==> src/rtl/pi_assist_controller_if.sv <==
// Signal bundle between the IMU/biometric front-ends, the assistance controller
// and the motor current-control stage.
interface pi_assist_controller_if #(
  parameter int HR_W  = 8,
  parameter int ANG_W = 10,
  parameter int OUT_W = 13
);
  logic signed [ANG_W-1:0] resolved_roll;
  logic signed [ANG_W-1:0] resolved_pitch;
  logic        [HR_W-1:0]  heart_rate;
  logic        [HR_W-1:0]  heart_rate_set_point;
  logic                    cadence;
  logic                    brake;
  logic        [OUT_W-1:0] assistance_requirement;
  logic        [1:0]       assist_state;
  logic                    fault;
  logic                    update_strobe;

  modport master (
    output resolved_roll, resolved_pitch, heart_rate, heart_rate_set_point,
    output cadence, brake,
    input  assistance_requirement, assist_state, fault, update_strobe
  );

  modport slave (
    input  resolved_roll, resolved_pitch, heart_rate, heart_rate_set_point,
    input  cadence, brake,
    output assistance_requirement, assist_state, fault, update_strobe
  );
endinterface

==> src/rtl/pi_assist_controller.sv <==
// Sampled PI heart-rate assistance loop with pitch feed-forward, upward slew
// limit and per-clock brake/tilt safety cut-off.
//
// state    | meaning
// IDLE     | output 0, integrator cleared, waiting for pedalling
// ASSIST   | PI + ramp running; brake forces output 0 and freezes integrator
// FAULT    | tilt latched, output 0, waiting for roll to settle below re-arm level
module pi_assist_controller #(
  parameter int HR_W        = 8,
  parameter int ANG_W       = 10,
  parameter int OUT_W       = 13,
  parameter int KP          = 40,
  parameter int KI_SHIFT    = 3,
  parameter int INT_LIM     = 2047,
  parameter int PITCH_SHIFT = 1,
  parameter int OFFSET      = 15,
  parameter int TICK_DIV    = 50000,
  parameter int RAMP_STEP   = 64,
  parameter int TILT_LIM    = 256,
  parameter int TILT_HYST   = 32,
  parameter int FAULT_HOLD  = 20,
  parameter int CAD_TIMEOUT = 40
) (
  input logic                    clk,
  input logic                    rst_n,
  pi_assist_controller_if.slave  bus
);

  // 64 bits holds err*KP for any 32-bit gain plus all other terms without overflow
  localparam int SUM_W   = 64;
  localparam int OUT_MAX = (1 << OUT_W) - 1;
  localparam int CNT_W   = (TICK_DIV > 1) ? $clog2(TICK_DIV) : 1;
  localparam int CAD_W   = $clog2(CAD_TIMEOUT + 1);
  localparam int HOLD_W  = $clog2(FAULT_HOLD + 1);
  localparam int INT_W   = $clog2(INT_LIM + 1) + 1;

  localparam logic signed [ANG_W:0] TILT_LIM_S  = (ANG_W+1)'(TILT_LIM);
  localparam logic signed [ANG_W:0] REARM_LIM_S = (ANG_W+1)'(TILT_LIM - TILT_HYST);

  typedef enum logic [1:0] {
    S_IDLE   = 2'd0,
    S_ASSIST = 2'd1,
    S_FAULT  = 2'd2
  } state_t;

  state_t state, state_next;

  logic [CNT_W-1:0]        tick_cnt;
  logic                    tick;
  logic                    cad_s1, cad_s2, cad_s3;
  logic                    cad_rise;
  logic [CAD_W-1:0]        cad_timer;
  logic                    cad_active;
  logic signed [ANG_W:0]   roll_ext, roll_mag;
  logic                    tilt_over, rearm_ok;
  logic signed [HR_W:0]    err;
  logic signed [SUM_W-1:0] err_w, integ_w, pitch_w;
  logic signed [SUM_W-1:0] p_term, i_term, ff_term, sum, integ_acc;
  logic [OUT_W-1:0]        target, ramp_val;
  logic [OUT_W:0]          out_plus;
  logic signed [INT_W-1:0] integ, integ_next, integ_sat;
  logic                    windup_block;
  logic [HOLD_W-1:0]       hold_cnt, hold_next;
  logic [OUT_W-1:0]        out_q, out_next;
  logic                    strobe_q;

  // Control-rate tick
  assign tick = (tick_cnt == CNT_W'(TICK_DIV - 1));

  always_ff @(posedge clk or negedge rst_n) begin
    if (!rst_n)    tick_cnt <= '0;
    else if (tick) tick_cnt <= '0;
    else           tick_cnt <= tick_cnt + 1'b1;
  end

  // Cadence synchroniser, rising-edge detect and activity timer
  always_ff @(posedge clk or negedge rst_n) begin
    if (!rst_n) begin
      cad_s1    <= 1'b0;
      cad_s2    <= 1'b0;
      cad_s3    <= 1'b0;
      cad_timer <= CAD_W'(CAD_TIMEOUT);
    end else begin
      cad_s1 <= bus.cadence;
      cad_s2 <= cad_s1;
      cad_s3 <= cad_s2;
      if (cad_rise)
        cad_timer <= '0;
      else if (tick && (cad_timer != CAD_W'(CAD_TIMEOUT)))
        cad_timer <= cad_timer + 1'b1;
    end
  end

  assign cad_rise   = cad_s2 & ~cad_s3;
  assign cad_active = (cad_timer < CAD_W'(CAD_TIMEOUT));

  // One extra bit so the most negative roll has a representable magnitude
  assign roll_ext  = {bus.resolved_roll[ANG_W-1], bus.resolved_roll};
  assign roll_mag  = roll_ext[ANG_W] ? -roll_ext : roll_ext;
  assign tilt_over = (roll_mag > TILT_LIM_S);
  assign rearm_ok  = (roll_mag <= REARM_LIM_S);

  assign err     = $signed({1'b0, bus.heart_rate}) - $signed({1'b0, bus.heart_rate_set_point});
  assign err_w   = {{(SUM_W-HR_W-1){err[HR_W]}}, err};
  assign integ_w = {{(SUM_W-INT_W){integ[INT_W-1]}}, integ};
  assign pitch_w = {{(SUM_W-ANG_W){bus.resolved_pitch[ANG_W-1]}}, bus.resolved_pitch};

  assign p_term  = err_w * $signed(SUM_W'(KP));
  assign i_term  = integ_w >>> KI_SHIFT;
  assign ff_term = bus.resolved_pitch[ANG_W-1] ? '0 : (pitch_w >>> PITCH_SHIFT);
  assign sum     = p_term + i_term + ff_term - $signed(SUM_W'(OFFSET));

  always_comb begin
    if (sum[SUM_W-1])
      target = '0;
    else if (sum > $signed(SUM_W'(OUT_MAX)))
      target = OUT_W'(OUT_MAX);
    else
      target = OUT_W'(sum);
  end

  // Upward moves are slew limited, downward moves apply at once
  assign out_plus = {1'b0, out_q} + (OUT_W+1)'(RAMP_STEP);

  always_comb begin
    ramp_val = target;
    if ((target > out_q) && (out_plus <= {1'b0, target}))
      ramp_val = OUT_W'(out_plus);
  end

  assign integ_acc = integ_w + err_w;

  always_comb begin
    if (integ_acc > $signed(SUM_W'(INT_LIM)))
      integ_sat = INT_W'(INT_LIM);
    else if (integ_acc < -$signed(SUM_W'(INT_LIM)))
      integ_sat = INT_W'(-INT_LIM);
    else
      integ_sat = INT_W'(integ_acc);
  end

  assign windup_block = ((out_q == OUT_W'(OUT_MAX)) && !err[HR_W] && (err != '0)) ||
                        ((out_q == '0) && err[HR_W]);

  always_comb begin
    state_next = state;
    out_next   = out_q;
    integ_next = integ;
    hold_next  = hold_cnt;
    case (state)
      S_IDLE: begin
        out_next   = '0;
        integ_next = '0;
        hold_next  = '0;
        if (tick && cad_active && !bus.brake && !tilt_over)
          state_next = S_ASSIST;
      end
      S_ASSIST: begin
        if (tilt_over) begin
          state_next = S_FAULT;
          out_next   = '0;
          integ_next = '0;
          hold_next  = '0;
        end else if (tick && !cad_active) begin
          state_next = S_IDLE;
          out_next   = '0;
          integ_next = '0;
        end else if (bus.brake) begin
          out_next = '0;
        end else if (tick) begin
          out_next = ramp_val;
          if (!windup_block)
            integ_next = integ_sat;
        end
      end
      S_FAULT: begin
        out_next   = '0;
        integ_next = '0;
        if (tick) begin
          if (!rearm_ok)
            hold_next = '0;
          else if (hold_cnt == HOLD_W'(FAULT_HOLD - 1)) begin
            state_next = S_IDLE;
            hold_next  = '0;
          end else
            hold_next = hold_cnt + 1'b1;
        end
      end
      default: begin
        state_next = S_IDLE;
        out_next   = '0;
        integ_next = '0;
        hold_next  = '0;
      end
    endcase
  end

  always_ff @(posedge clk or negedge rst_n) begin
    if (!rst_n) begin
      state    <= S_IDLE;
      out_q    <= '0;
      integ    <= '0;
      hold_cnt <= '0;
      strobe_q <= 1'b0;
    end else begin
      state    <= state_next;
      out_q    <= out_next;
      integ    <= integ_next;
      hold_cnt <= hold_next;
      strobe_q <= tick;
    end
  end

  assign bus.assistance_requirement = out_q;
  assign bus.assist_state           = state;
  assign bus.fault                  = (state == S_FAULT);
  assign bus.update_strobe          = strobe_q;

endmodule
==> src/flat_wrapper.sv <==
// flat-port wrapper written by rule: the top's interface ports become plain ports
module pi_assist_controller_flat 
#(
  parameter int HR_W        = 8,
  parameter int ANG_W       = 10,
  parameter int OUT_W       = 13,
  parameter int KP          = 40,
  parameter int KI_SHIFT    = 3,
  parameter int INT_LIM     = 2047,
  parameter int PITCH_SHIFT = 1,
  parameter int OFFSET      = 15,
  parameter int TICK_DIV    = 50000,
  parameter int RAMP_STEP   = 64,
  parameter int TILT_LIM    = 256,
  parameter int TILT_HYST   = 32,
  parameter int FAULT_HOLD  = 20,
  parameter int CAD_TIMEOUT = 40
)
  (clk, rst_n, bus_resolved_roll, bus_resolved_pitch, bus_heart_rate, bus_heart_rate_set_point, bus_cadence, bus_brake, bus_assistance_requirement, bus_assist_state, bus_fault, bus_update_strobe);
  pi_assist_controller_if #(.HR_W(HR_W), .ANG_W(ANG_W), .OUT_W(OUT_W)) bus_i ();
  input logic clk;
  input logic rst_n;
  input wire logic [$bits(bus_i.resolved_roll)-1:0] bus_resolved_roll;
  input wire logic [$bits(bus_i.resolved_pitch)-1:0] bus_resolved_pitch;
  input wire logic [$bits(bus_i.heart_rate)-1:0] bus_heart_rate;
  input wire logic [$bits(bus_i.heart_rate_set_point)-1:0] bus_heart_rate_set_point;
  input wire logic [$bits(bus_i.cadence)-1:0] bus_cadence;
  input wire logic [$bits(bus_i.brake)-1:0] bus_brake;
  output wire logic [$bits(bus_i.assistance_requirement)-1:0] bus_assistance_requirement;
  output wire logic [$bits(bus_i.assist_state)-1:0] bus_assist_state;
  output wire logic [$bits(bus_i.fault)-1:0] bus_fault;
  output wire logic [$bits(bus_i.update_strobe)-1:0] bus_update_strobe;
  assign bus_i.resolved_roll = bus_resolved_roll;
  assign bus_i.resolved_pitch = bus_resolved_pitch;
  assign bus_i.heart_rate = bus_heart_rate;
  assign bus_i.heart_rate_set_point = bus_heart_rate_set_point;
  assign bus_i.cadence = bus_cadence;
  assign bus_i.brake = bus_brake;
  assign bus_assistance_requirement = bus_i.assistance_requirement;
  assign bus_assist_state = bus_i.assist_state;
  assign bus_fault = bus_i.fault;
  assign bus_update_strobe = bus_i.update_strobe;
  pi_assist_controller #(.HR_W(HR_W), .ANG_W(ANG_W), .OUT_W(OUT_W), .KP(KP), .KI_SHIFT(KI_SHIFT), .INT_LIM(INT_LIM), .PITCH_SHIFT(PITCH_SHIFT), .OFFSET(OFFSET), .TICK_DIV(TICK_DIV), .RAMP_STEP(RAMP_STEP), .TILT_LIM(TILT_LIM), .TILT_HYST(TILT_HYST), .FAULT_HOLD(FAULT_HOLD), .CAD_TIMEOUT(CAD_TIMEOUT)) u_core (.clk(clk), .rst_n(rst_n), .bus(bus_i));
endmodule
==> config.mk <==
export PLATFORM = sky130hd
export DESIGN_NAME = pi_assist_controller_flat
export DESIGN_NICKNAME = d
export VERILOG_FILES = /design/src/rtl/pi_assist_controller_if.sv /design/src/rtl/pi_assist_controller.sv /design/src/flat_wrapper.sv
export SDC_FILE = /design/constraint.sdc
export NUM_CORES = 1
export LEC_CHECK = 0
export CORE_MARGIN = 3
export CORE_UTILIZATION = 54
export CTS_BUF_LIST = sky130_fd_sc_hd__clkbuf_8 sky130_fd_sc_hd__clkbuf_16
export CTS_CLUSTER_SIZE = 24
export DETAILED_ROUTE_END_ITERATION = 6
export GPL_TIMING_DRIVEN = 0
export PLACE_DENSITY = 0.78
export SETUP_SLACK_MARGIN = 0.5
export SLEW_MARGIN = 20
export SYNTH_ARGS = -nofsm -noshare
export SYNTH_HDL_FRONTEND = slang
export SYNTH_SLANG_ARGS = --single-unit
==> constraint.sdc <==
create_clock -name clk -period 7.58 [get_ports clk]
set_clock_uncertainty 0.05 [all_clocks]
set_input_delay 1.516 -clock clk [delete_from_list [all_inputs] [get_ports clk]]
set_output_delay 1.516 -clock clk [all_outputs]
set_load 0.05 [all_outputs]
==> flow_summary.ini, run 1 <==
[logic_synthesis]
yosysTopAreaCell = dfrtp_1
synth_edf_count = 0
synth_cells = 808
syn_area_per_cell_um2 = 8.28
ys_warn_count = 0
synth_commonest_cells = ha_1, inv_1, nor2_1, dfrtp_1, nand2_1
synth_area_um2 = 6690
yosys-top-cells-area = dfrtp_1, ha_1, xnor2_1
synth_seq_cells = 58
synthMostInstantiatedCell = ha_1
synth_seq_area_share = 0.217
synth_top_area_share = 0.209
syn_nets = 954
synthArstFlopShare = 1.00
synthFlopType = dfrtp_1
synth_cell_type_count = 74

[grt]
gr-total-overflow = 0
grt_start_max_net_pins = 59
grt_pass1_wl_um = 29200
grt_usage = 0.249
grt_pass1_vias = 6341
antenna_found_initial = 0

[clock_tree]
cts.clk_slew.worst_paths_ns = 0.06
cts_buffers = 9
cts_max_path_buffers = 2
tritoncts = yes
cts_htree_levels = 3
worstSkewPairLatency_ns = 0.33
clockRootBuffer = clkbuf_16
cts.sinks = 58

[die]
fp.coreArea_um2 = 12100
dieArea_um2 = 13800
die_y_um = 117
start_util = 0.555
die_w_um = 117
rows = 40
io_pins = 57

[power]
power_frac_comb = 0.798
p_sw_mw = 1.70
totalPowerFinal_mw = 3.79
clock_power_share = 0.118
p_seq_frac = 0.084
power.density_nw_per_um2 = 425
vdd_drop_max_mv = 0.291
p_int_mw = 2.09
leakage_nw = 3.99
p_sw_frac = 0.449

[sta]
slew_headroom = 0.319
min_period_ns = 10.53
final_hold_viol_count = 0
rsz0062_at_grt = yes
setup_viol = 13
worst_pin_slew_ns = 1.01
finalWorstSetupSlack_ns = -2.95
post-route-period-util = 1.39
fmax_ghz = 0.0950
final-max-slew-violation-count = 0

[run]
drv_cap = 0

[placement]
place.gp.congestion = 0.919
port_buffers = 54
dpl.hpwl_um = 12700
dpl_cell_area_um2 = 7730
dpl.cell_count = 1030

[cells_and_area]
layout-area-overhead-vs-synth_pct = 33.2
fin_util = 0.739
ff_latch_area_um2 = 1450
nNetsFinal = 1073
multi_input_area_um2 = 5560
stdcell_area_um2 = 8920
final_cells = 1100
nFillCells = 833
antenna_cells = 0
layout-drive-gt1-share = 0.207

[setup_path]
crit_required_ns = 7.77
endpoint_kind = register
worstPathMaxFanout = 7
slowest_delay_ns = 0.45
crit_slowest_cell = a2111o_1
crit_type = in -> reg
crit_path_frequent_cell = a21oi_2
cp-start-kind = primary input
critPathArrivalTime_ns = 10.72

[detailed_routing]
firstDrtPassIters = 5
route.detailed.drc = 0
vias = 6416
ant_nets = 0
viasPerCell = 5.83
initialDrtViolationCount = 332
wl_um = 17900
wl_per_cell_um = 16.3

[outcome]
status = finished with violations
violations = setup timing

[worst_hold_path]
holdCritPathClass = reg -> reg
[kinds of logic (layout without fill, tap and decap cells)]
family,Yosys count,count (layout),share of synthesized area
mux,12,12,0.0183
buf+inv,101,225,0.0581
xor+xnor,64,64,0.0837
compound gates,218,218,0.227
simple gates,246,246,0.186
fa+ha+maj,109,109,0.210
flops,58,58,0.217
[registers in the layout, indices dropped and copies added, names as in the netlist]
name,count
u_core.bus.update_strobe,1
u_core.tick_cnt,16
u_core.cad_s2,1
u_core.integ,12
u_core.cad_s3,1
u_core.cad_s1,1
u_core.bus.assist_state,2
u_core.bus.assistance_requirement,13
u_core.hold_cnt,5
u_core.cad_timer,6
[cell usage in the layout, fill, tap and decap left out, drive strengths merged, types with 6 or more instances in the layout]
cell type      instances
a211oi                 6
dfrtp                 56
a21oi                 48
nand3                 21
xor2                  21
o21ai                 56
nor4                  10
nor2                  61
nor3                  10
o2bb2ai                8
xnor2                 43
nand2b                25
inv                   94
o21bai                12
clkdlybuf4s50         47
or3                    7
fa                     6
nand4                  8
nor2b                 17
o31ai                  8
and3                   7
nand2                 56
or4                    6
o21a                  10
buf                   60
a21o                  24
a31oi                  7
clkbuf                16
mux2i                 10
ha                   100
[through the flow]
step                setup TNS (ns)  worst slack [ns]  hold WS (ns)
floorplan                   -34.31             -2.66         0.281
global placement            -52.35             -4.06         0.288
detailed placement          -55.18             -4.28         0.290
CTS                         -36.30             -2.85         0.303
global route                -42.40             -3.31         0.316
finish                      -37.53             -2.95         0.302
[power by group through the flow]
stage                     clock network [mW]  logic [mW]  registers, mW
after floorplan                            0        1.95          0.323
after global placement                     0        2.26          0.322
after detailed placement                   0        2.35          0.323
after CTS                              0.453        2.70          0.317
after global routing                   0.473        3.29          0.318
final                                  0.449        3.03          0.317
[final cells by class]
type / instances / area share
multi-input combinational: 649 / 0.623
sequential: 58 / 0.163
buffer: 7 / 0.00393
clock inverter: 5 / 0.00870
inverter: 94 / 0.0428
timing repair buffer: 108 / 0.106
tap: 168 / 0.0236
clock buffer: 11 / 0.0283
[worst max-delay path: cells and delay by family]
family / cells / cell delay (ns)
compound gates: 24 / 4.55
fa+ha+maj: 9 / 2.54
simple gates: 8 / 0.89
buf+inv: 6 / 0.48
xor+xnor: 3 / 0.44
mux: 1 / 0.28
[worst paths after layout]
path                              startpoint                                    to  slack [ns]  cells past startpoint
max reg2reg                  u_core.integ[6]  u_core.bus.assistance_requirement[2]       -0.82                     43
min                            u_core.cad_s1                         u_core.cad_s2        0.30                      0
max                        bus_heart_rate[0]  u_core.bus.assistance_requirement[2]       -2.95                     51
min in group asynchronous              rst_n  u_core.bus.assistance_requirement[8]        1.19                      1
max in group asynchronous              rst_n                       u_core.integ[9]        5.79                      1
min reg2reg                    u_core.cad_s1                         u_core.cad_s2        0.30                      0
[layer usage]
metal	global-route usage	vias to the layer above	share of wire
li1	-	3122	-
met1	0.313	3079	0.43
met2	0.446	173	0.51
met3	0.0362	42	0.041
met4	0.0660	0	0.021
met5	0	-	0
[timing repair]
item | CTS | global route
hold buffers | 0 | 0
setup endpoints to repair | 13 | 13
setup buffers | 27 | 26
gates cloned | 1 | 0
resized for setup | 73 | 29
pin swaps | 50 | 47
Power figures use the tool's default switching activity.
==> run 2: changes to the inputs <==
Settings changed: CTS_BUF_LIST sky130_fd_sc_hd__clkbuf_8 sky130_fd_sc_hd__clkbuf_16 to sky130_fd_sc_hd__clkbuf_4 sky130_fd_sc_hd__clkbuf_8 sky130_fd_sc_hd__clkbuf_16.
==> run 2 against run 1 <==
The run still ends with setup timing left. Worst setup slack got worse by 0.0048 ns. Total power rose by 0.15%. Sequential share of layout area barely moved. Combinational power barely moved. Final cell count did not move. Die area did not move. Highest routed layer unchanged.
==> flow_summary.ini, run 2 (same netlist as run 1, synthesis figures left out) <==
[outcome]
status = finished with violations
violations = setup timing

[clock_tree]
cts.clk_slew.worst_paths_ns = 0.06
cts_htree_levels = 3
cts_buffers = 9
tritoncts = yes
cts_max_path_buffers = 2
clockRootBuffer = clkbuf_16
worstSkewPairLatency_ns = 0.33
holdBufCountCts = 0
cts.sinks = 58

[setup_path]
crit_start = bus_heart_rate[0]
path_buf_inv = 6
critPathArrivalTime_ns = 10.73
crit_type = in -> reg
cp-start-kind = primary input
crit_slowest_cell = a2111o_1
crit_family = compound AO/OA/AOI/OAI gates
crit_required_ns = 7.77
worstPathMaxFanout = 7
slowest_delay_ns = 0.44
crit_path_frequent_cell = a21oi_2
rr_startpoint = u_core.integ[6]
endpoint_kind = register

[die]
die_y_um = 117
io_pins = 57
start_util = 0.555
fp.coreArea_um2 = 12100
die_w_um = 117
rows = 40
dieArea_um2 = 13800

[worst_hold_path]
holdCritPathClass = reg -> reg
min_from = u_core.cad_s1

[detailed_routing]
wl_um = 17900
vias = 6411
viasPerCell = 5.83
firstDrtPassIters = 5
wl_per_cell_um = 16.2
initialDrtViolationCount = 324
route.detailed.drc = 0
ant_nets = 0

[cells_and_area]
nFillCells = 831
layout-area-overhead-vs-synth_pct = 33.3
fin_util = 0.740
multi_input_area_um2 = 5560
final_cell_mix = inv_1, ha_1, nor2_1
layout-drive-gt1-share = 0.208
ff_latch_area_um2 = 1450
largest_reg_flops = 16
regMostFlops = u_core.tick_cnt
final_common_cell = inv_1
stdcell_area_um2 = 8920
nNetsFinal = 1073
antenna_cells = 0

[sta]
finalSetupTns_ns = -37.58
slew_headroom = 0.302
setup_viol = 13
rsz0062_at_grt = yes
worst_pin_slew_ns = 1.03
final_hold_viol_count = 0
finalWorstSetupSlack_ns = -2.95
worst_hold_slack_ns = 0.301
post-route-period-util = 1.39
min_period_ns = 10.53
final-max-slew-violation-count = 0
fmax_ghz = 0.0949

[placement]
dpl_cell_area_um2 = 7730
dpl.hpwl_um = 12700
dp_worst_setup_slack_ns = -4.28
place.gp.congestion = 0.919
port_buffers = 54

[grt]
grt_pass1_vias = 6338
grt_usage = 0.249
antenna_found_initial = 0
grt_start_max_net_pins = 59
grt_pass1_wl_um = 29200
gr-total-overflow = 0

[power]
leakage_nw = 3.99
vdd_drop_max_mv = 0.291
power.density_nw_per_um2 = 426

[run]
drv_cap = 0
## run 2: changes by cell type in the layout (fill, tap and decap cells not counted)
| cell | delta |
|---|---|
| inv_1 | -1 |
| clkbuf_4 | +1 |
## run 2: path summary, 6_finish.rpt
kind	endpoint	slack, ns	cells after the start
worst max-delay path	u_core.bus.assistance_requirement[2]	-2.95	51
worst min register to register	u_core.cad_s2	0.30	0
max in group asynchronous	u_core.integ[9]	5.79	1
worst min-delay path	u_core.cad_s2	0.30	0
worst max register to register	u_core.bus.assistance_requirement[2]	-0.81	43
min in group asynchronous	u_core.bus.assistance_requirement[8]	1.19	1
## run 2: layout make-up
| cell class | count | share of cell area |
|---|---|---|
| timing repair buffer | 108 | 0.106 |
| tap | 168 | 0.0236 |
| clock inverter | 4 | 0.00828 |
| buffer | 7 | 0.00393 |
| clock buffer | 12 | 0.0292 |
| inverter | 94 | 0.0428 |
| multi-input combinational | 649 | 0.623 |
| sequential | 58 | 0.163 |
## run 2: worst reg2reg max path: cells and delay by family, from the launching register on
kind                     cells  cell delay [ns]
AO/OA/AOI/OAI               19             3.27
XOR/XNOR                     1             0.15
adder cells (fa/ha/maj)      8             2.45
flip-flops                   1             0.42
AND/OR/NAND/NOR             11             1.49
multiplexers                 1             0.28
buffers and inverters        3             0.18
## run 2: layer usage
| layer | vias up | share of wire | global-route usage |
|---|---|---|---|
| li1 | 3122 | - | - |
| met3 | 42 | 0.040 | 0.0362 |
| met5 | - | 0 | 0 |
| met2 | 169 | 0.51 | 0.446 |
| met1 | 3078 | 0.43 | 0.313 |
| met4 | 0 | 0.021 | 0.0660 |
## run 2: timing repair
| action | 4_1_cts | 5_1_grt |
|---|---|---|
| gates cloned | 1 | 0 |
| buffers inserted | 27 | 26 |
| endpoints found under the setup margin | 13 | 13 |
| gates resized for setup | 73 | 29 |
| pin swaps | 50 | 47 |
## run 2: power by group
| part | switching [mW] | internal, mW |
|---|---|---|
| clock network | 0.145 | 0.309 |
| registers | 0.00339 | 0.314 |
| logic | 1.56 | 1.47 |
| total | 1.70 | 2.10 |
## run 2: metrics by stage
step | power (mW) | cells
floorplan | 2.27 | 808
global placement | 2.58 | 1030
detailed placement | 2.67 | 1030
CTS | 3.48 | 1074
global route | 4.08 | 1100
finish | 3.80 | 1100
